[src/rtl/lz77_enc_ctrl.sv]
// LZ77 encoder front-end: gates input bytes into the encoder, clears its dictionary
// at each block start, and queues emitted tokens in a first-word-fall-through FIFO.
module lz77_enc_ctrl #(
  parameter int DATA_WIDTH     = 8,
  parameter int DICT_DEPTH_LOG = 4,
  parameter int CNT_WIDTH      = 3,
  parameter int FIFO_DEPTH     = 4
) (
  input  logic                      clk,
  input  logic                      rst,
  input  logic                      s_valid,
  input  logic [DATA_WIDTH-1:0]     s_data,
  input  logic                      s_last,
  output logic                      s_ready,
  output logic                      enc_rst_n,
  output logic                      enc_data_valid,
  output logic [DATA_WIDTH-1:0]     enc_data,
  input  logic [DICT_DEPTH_LOG-1:0] enc_match_position,
  input  logic [CNT_WIDTH-1:0]      enc_match_length,
  input  logic [DATA_WIDTH-1:0]     enc_next_symbol,
  input  logic                      enc_output_enable,
  output logic                      m_valid,
  output logic [DICT_DEPTH_LOG-1:0] m_position,
  output logic [CNT_WIDTH-1:0]      m_length,
  output logic [DATA_WIDTH-1:0]     m_symbol,
  output logic                      m_last,
  input  logic                      m_ready,
  output logic                      busy,
  output logic [15:0]               blk_count
);

  localparam int PTR_W = $clog2(FIFO_DEPTH);
  localparam int TOK_W = DICT_DEPTH_LOG + CNT_WIDTH + DATA_WIDTH + 1;

  typedef enum logic [1:0] {IDLE, CLR, RUN, DRAIN} state_t;

  state_t             state, state_nxt;
  logic [PTR_W:0]     count;
  logic [PTR_W-1:0]   wr_ptr, rd_ptr;
  logic [TOK_W-1:0]   mem [FIFO_DEPTH];
  logic               accept, push, pop, fifo_empty, blk_done;

  assign fifo_empty = (count == '0);
  assign accept     = s_valid & s_ready;
  assign push       = accept & (enc_output_enable | s_last);
  assign pop        = ~fifo_empty & m_ready;
  assign blk_done   = (state == DRAIN) & fifo_empty;

  always_ff @(posedge clk or posedge rst) begin
    if (rst) state <= IDLE;
    else     state <= state_nxt;
  end

  always_comb begin
    state_nxt = state;
    case (state)
      IDLE:    if (s_valid) state_nxt = CLR;
      CLR:     state_nxt = RUN;
      RUN:     if (accept && s_last) state_nxt = DRAIN;
      DRAIN:   if (fifo_empty) state_nxt = IDLE;
      default: state_nxt = IDLE;
    endcase
  end

  // Holding one slot in reserve keeps a push from ever meeting a full FIFO.
  always_comb begin
    s_ready   = (state == RUN) && (count <= (PTR_W+1)'(FIFO_DEPTH - 2));
    busy      = (state != IDLE);
    enc_rst_n = ~(rst | (state == CLR));
  end

  assign enc_data_valid = accept;
  assign enc_data       = s_data;

  always_ff @(posedge clk or posedge rst) begin
    if (rst) begin
      count  <= '0;
      wr_ptr <= '0;
      rd_ptr <= '0;
    end else begin
      if (push) wr_ptr <= wr_ptr + 1'b1;
      if (pop)  rd_ptr <= rd_ptr + 1'b1;
      case ({push, pop})
        2'b10:   count <= count + 1'b1;
        2'b01:   count <= count - 1'b1;
        default: count <= count;
      endcase
    end
  end

  always_ff @(posedge clk) begin
    if (push) mem[wr_ptr] <= {enc_match_position, enc_match_length, enc_next_symbol, s_last};
  end

  assign m_valid = ~fifo_empty;
  assign {m_position, m_length, m_symbol, m_last} = mem[rd_ptr];

  always_ff @(posedge clk or posedge rst) begin
    if (rst)           blk_count <= '0;
    else if (blk_done) blk_count <= blk_count + 16'd1;
  end

  always_ff @(posedge clk) begin
    if (!rst) assert (!(push && count == (PTR_W+1)'(FIFO_DEPTH)));
  end

endmodule

[config.mk]
export PLATFORM = sky130hd
export DESIGN_NAME = lz77_enc_ctrl
export DESIGN_NICKNAME = d
export VERILOG_FILES = /design/src/rtl/lz77_enc_ctrl.sv
export SDC_FILE = /design/constraint.sdc
export NUM_CORES = 1
export LEC_CHECK = 0
export CAP_MARGIN = 5
export CORE_ASPECT_RATIO = 0.75
export CORE_MARGIN = 5
export CORE_UTILIZATION = 45
export CTS_CLUSTER_SIZE = 28
export DETAILED_ROUTE_END_ITERATION = 6
export GPL_ROUTABILITY_DRIVEN = 0
export HOLD_SLACK_MARGIN = 0.15
export PLACE_DENSITY_LB_ADDON = 0.2
export RECOVER_POWER = 50
export SLEW_MARGIN = 10
export SYNTH_ARGS = -nofsm -noshare
export SYNTH_HDL_FRONTEND = slang
export SYNTH_SLANG_ARGS = --single-unit
[constraint.sdc]
create_clock -name clk -period 2.8 [get_ports clk]
set_clock_uncertainty 0.15 [all_clocks]
set_input_delay 0.42 -clock clk [delete_from_list [all_inputs] [get_ports clk]]
set_output_delay 0.42 -clock clk [all_outputs]
set_load 0.02 [all_outputs]
# Word-level counts from Yosys, hierarchy flattened
# Memories as Yosys holds them, arrays and structs flattened.
# Index checks and enable logic that the tools add are counted.
# Widths: inputs -> output; s select.
[word_totals]
out_inout_bits = 45
mem_bits_rw = 64
word_cells = 42
in_bits = 29
ff_bits = 25
mem_count = 1
[op_classes]
magnitude_cmp = 1
mux = 7
reduce_logical = 7
n_eq_ne = 8
addsub = 5
bitwise = 8
[mem_list]
columns = ["memory", "words", "width", "rd", "rd_clocked_by_memory_dff", "wr", "line_no", "text"]
rows = [
  ["mem", 4, 16, 1, 0, 1, "40", "logic [TOK_W-1:0] mem [FIFO_DEPTH];"],
]
[op_table]
columns = ["op", "count"]
rows = [
  ["$add 16x1->16 const B", 1],
  ["$pmux 2 s4", 1],
  ["$eq 2x2->1 const B", 3],
  ["$mux 2", 3],
  ["$ne 2x2->1 const B", 3],
  ["$pmux 3 s2", 1],
  ["$add 2x1->2 const B", 2],
  ["$and 1x1->1", 4],
  ["$eq 2x1->1 const B", 2],
  ["$reduce_bool 2->1", 2],
  ["$add 3x1->3 const B", 1],
  ["$le 3x2->1 const B", 1],
  ["$logic_not 3->1", 1],
  ["$reduce_and 3->1", 1],
  ["$sub 3x1->3 const B", 1],
  ["$logic_and 1x1->1", 2],
  ["$logic_not 2->1", 1],
  ["$mux 1", 2],
  ["$not 1->1", 2],
  ["$or 1x1->1", 2],
]

# Depth between registers and ports, before layout
[logic_depth]
word_depth = 6
depth_mapped = 12
ltp_nobuf = 12

# Worst setup path before layout
# OpenSTA, ideal clock, no wires.
[synth_path]
kind = "register to register"
startpoint = "reg state[0]"
endpoint = "reg count[2]"
path_slack_ns = -0.450
setup_ns = 0.122
n_path_buf = 0
arrival_time_ns = 2.977
stages_incl_launch_ff = 13
required_time_ns = 2.528
synth_period_minus_slack_ns = 3.250
cell_sequence = "dfrtp_1 > inv_1 > ha_1 > inv_1 > a2111oi_0 > o21a_1 > inv_1 > ha_1 > inv_1 > fa_1 > xor2_1 > nor2_1 > xnor2_1"
[synth_via]
elab_chain_len = 6
word_cells_on_any_way = 8
cone_classes = "3 x eq/ne; 1 x mux; 2 x bitwise; 2 x reduce/logical"
[synth_lines]
columns = ["element", "line_no", "text"]
rows = [
  ["start: declaration", "37", "state_t state, state_nxt;"],
  ["start signal: assignment", "51", "else state <= state_nxt;"],
  ["$eq 2x2->1 *", "67", "s_ready = (state == RUN) && (count <= (PTR_W+1)'(FIFO_DEPTH - 2));"],
  ["$logic_and 1x1->1 *", "67", ""],
  ["$and 1x1->1 *", "44", "assign accept = s_valid & s_ready;"],
  ["net enc_data_valid", "16", "output logic enc_data_valid,"],
  ["$and 1x1->1 *", "45", "assign push = accept & (enc_output_enable | s_last);"],
  ["$eq 2x1->1 / $eq 2x2->1 (equally long branches)", "83", "case ({push, pop})"],
  ["$pmux 3 s2 / $reduce_bool 2->1 (equally long branches)", "-", ""],
  ["end signal: assignment", "84", "2'b10: count <= count + 1'b1;"],
  ["end signal: assignment", "85", "2'b01: count <= count - 1'b1;"],
  ["end signal: assignment", "86", "default: count <= count;"],
  ["end: declaration", "38", "logic [PTR_W:0] count;"],
]
# Mark *: on every way through the listed nets, which the timed path passes. The rest lies on a longest branch.
# A chain may end at the register's enable or synchronous reset.

# Final worst setup path
[layout_path]
startpoint = "reg state[0]"
endpoint = "out enc_data_valid"
[layout_via]
elab_chain_len = 3
[layout_lines]
columns = ["element", "line_no"]
rows = [
  ["$eq 2x2->1", "67"],
  ["$logic_and 1x1->1", "67"],
  ["$and 1x1->1", "44"],
  ["end: declaration", "16"],
]
# Every way passes these cells.

==> results.sh <==
export IMPL_dr_pass1_iters=4
export IMPL_nFillCells=635
export IMPL_worst_slack_ns=0.138
export IMPL_crit_chain="inv_1 > ha_1 > inv_1 > a2111oi_2 > clkdlybuf4s50_1"
export IMPL_cts_root_buffer="clkbuf_8"
export IMPL_yosysWarnings=0
export IMPL_post_cts_buffers=0
export IMPL_hold_end="blk_count[15]$_DFFE_PP0P_"
export IMPL_netlist_instances=214
export IMPL_relSlewSlack_pct=10.3
export IMPL_cpPeakStageDelay_ns=0.68
export IMPL_syn2layout_area_growth_pct=26.2
export IMPL_worstHoldPathCells=1
export IMPL_cts_tree="yes"
export IMPL_wire_per_inst_microns=15.1
export IMPL_power_mw=4.01
export IMPL_dp_cells=373
export IMPL_hold_path_class="reg -> reg"
export IMPL_final_antenna_net_count=0
export IMPL_rsz0062_at_grt="false"
export IMPL_grt_pass1_wl_microns=9670
export IMPL_p_leak_nw=1.74
export IMPL_antenna_found_initial=0
export IMPL_powerDensity_mw_per_mm2=863
export IMPL_drv_slew=0
export IMPL_wirelength_microns=5860
export IMPL_cts_buffer_depth=2
export IMPL_outcome="finished clean"
export IMPL_required_ns=2.23
export IMPL_vdd_drop_max_mv=0.400
export IMPL_final_setup_tns_ns=0
export IMPL_synth_area_top_cells="edfxtp_1, dfrtp_1, mux4_2, ha_1, xnor2_1"
export IMPL_min_from="blk_count[15]$_DFFE_PP0P_"
export IMPL_cpMostUsedCell="inv_1"
export IMPL_synth_main_ff_cell="edfxtp_1"
export IMPL_synth_top_family_by_area="multiplexers"
export IMPL_reg2reg_depth=10
export IMPL_die_area_sq_mm=0.0101
export IMPL_synthMuxAreaShare_pct=10.7
export IMPL_dr_total_vias=1885
export IMPL_drv_cap=0
export IMPL_grt_total_usage_pct=12.8
export IMPL_io_pins=74
export IMPL_grt_max_degree=26
export IMPL_synth_top_cell_by_area="edfxtp_1"
export IMPL_clock_latency_ns=0.34
export IMPL_portBuffers=57
export IMPL_clkSlewWorstSetupHoldPaths_ns=0.09
export IMPL_post_route_min_period_ns=2.66
export IMPL_avgSynthCellArea_sq_um=17.2
export IMPL_synth_top_area_share_pct=52.2
export IMPL_start_util_pct=46.5
export IMPL_post_dp_hpwl_microns=4080
export IMPL_synth_edf_count=64
export IMPL_max_freq_ghz=0.376
export IMPL_critPathLaunchType="flip-flop"
export IMPL_cts_made_buffers=9
export IMPL_synth_adder_area_share_pct=3.94
export IMPL_routed_via_density=4.85
export IMPL_tightest_slew_ns=1.34
export IMPL_pre_cts_slack_ns=0.176
export IMPL_worst_path_max_delay_cell="clkdlybuf4s50_1"
export IMPL_core_sq_mm=0.00792
export IMPL_synth_area_sq_mm=0.00368
export IMPL_synth_xor_area_share_pct=5.00
export IMPL_antenna_cells=0
export IMPL_rrSetupSlack_ns=0.46
export IMPL_min_period_over_period_pct=95.1
export IMPL_synthSimpleGateAreaFrac_pct=6.25
export IMPL_endpoint_kind="primary output"
export IMPL_layout_nets=319
export IMPL_synth_nets=254
export IMPL_critical_path_max_fanout=3
export IMPL_synthTopCellsByCount="edfxtp_1, dfrtp_1, mux4_2"
export IMPL_die_w_microns=114
export IMPL_clock_sinks=89
export IMPL_drive_gt1_share_pct=15.5
export IMPL_hold_violations=0
export IMPL_drc=0
export IMPL_first_iter_violations=64
export IMPL_ys_ff_latch=89
export IMPL_layoutNonFillerInstCount=389
export IMPL_worstReg2RegEnd="count[1]$_DFFE_PP0P_"
export IMPL_synth_compound_area_share_pct=1.29
export IMPL_yosysSeqAreaShare_pct=69.2
export IMPL_async_flop_share_pct=28.1
export IMPL_die_y_microns=88.3
export IMPL_r2r_start="state[0]$_DFFE_PP0P_"
export IMPL_critPathKind="reg -> out"
export IMPL_setup_viol=0
export IMPL_grt_overflow=0
export IMPL_htree_num_levels=3
export IMPL_yosysUniqueCellTypes=32
export IMPL_crit_arrival_ns=2.09
export IMPL_post_route_util_pct=58.7
export IMPL_yosysMostFrequentCell="edfxtp_1"
export IMPL_grt_pass1_vias=1906
export IMPL_row_count=28
==> cell type report <==
| class | count | area (sq um) | share of cell area, % |
|---|---|---|---|
| Clock buffer | 12 | 166 | 3.58 |
| Timing Repair Buffer | 66 | 693 | 14.9 |
| Tap cell | 105 | 131 | 2.83 |
| Inverter | 15 | 56.3 | 1.21 |
| Sequential cell | 89 | 2550 | 54.8 |
| Clock inverter | 4 | 48.8 | 1.05 |
| Multi-Input combinational cell | 98 | 1000 | 21.6 |
==> placed cells by master, fill, tap and decap left out, types with 9 or more instances in the layout <==
cell type,instances
clkbuf_8,10
clkdlybuf4s50_1,35
dfrtp_1,24
dlygate4sd3_1,22
edfxtp_1,64
ha_1,10
inv_1,15
mux4_2,16
nand2_1,13
xnor2_1,12
xor2_1,9
==> how the worst max path moves through the flow <==
stage                          start              endpoint  slack [ns]  cells after the start
6_report        state[0]$_DFFE_PP0P_        enc_data_valid        0.14                      5
5_1_grt         state[0]$_DFFE_PP0P_        enc_data_valid       0.002                      5
4_1_cts        rd_ptr[1]$_DFFE_PP0P_           m_symbol[6]        0.07                      3
3_5_place_dp                 s_valid  count[2]$_DFFE_PP0P_        0.18                     11
3_3_place_gp                 s_valid  count[2]$_DFFE_PP0P_        0.21                     11
2_1_floorplan   state[0]$_DFFE_PP0P_  count[2]$_DFFE_PP0P_        0.20                     12
==> sequential cells by signal, indices dropped and copies added, names as in the netlist <==
register   count
blk_count     16
count          3
mem           64
rd_ptr         2
state          2
wr_ptr         2
==> power breakdown <==
group	switching, mW	internal [mW]
clock network	0.414	0.492
registers	0.136	1.55
logic	0.668	0.750
total	1.22	2.79
==> metal layers <==
layer  vias up  global-route usage (%)  wire, microns
met5         -                       0              0
met4         0                    4.21             59
met3         8                    4.44            322
met2        47                    19.1           2700
met1       914                    17.7           2780
li1        916                       -              -
==> repair_timing <==
item / in CTS / in global routing
endpoints found under the hold margin: 0 / 0
hold buffers: 0 / 0
setup endpoints to repair: 0 / 1
resized for setup: 0 / 1
==> worst max-delay path, delay by kind of cell (launching register included) <==
kind	cells	cell delay, ns
AOI/OAI and AO/OA	1	0.28
adders and majority gates	1	0.20
buffers and inverters	3	0.86
DFF	1	0.41
==> per-stage QoR <==
stage	hold slack (ns)	area (sq um)
2_1_floorplan	0.297	3690
3_3_place_gp	0.311	4440
3_5_place_dp	0.319	4440
4_1_cts	0.309	4660
5_1_grt	0.331	4650
6_report	0.315	4650
==> cell families after synthesis <==
logic type | Yosys count
flip-flops | 89
buffers and inverters | 27
AO/OA/AOI/OAI | 6
AND/OR/NAND/NOR | 41
XOR/XNOR | 21
adder cells (fa/ha/maj) | 11
multiplexers | 19
(Power assumes the default switching activity.)
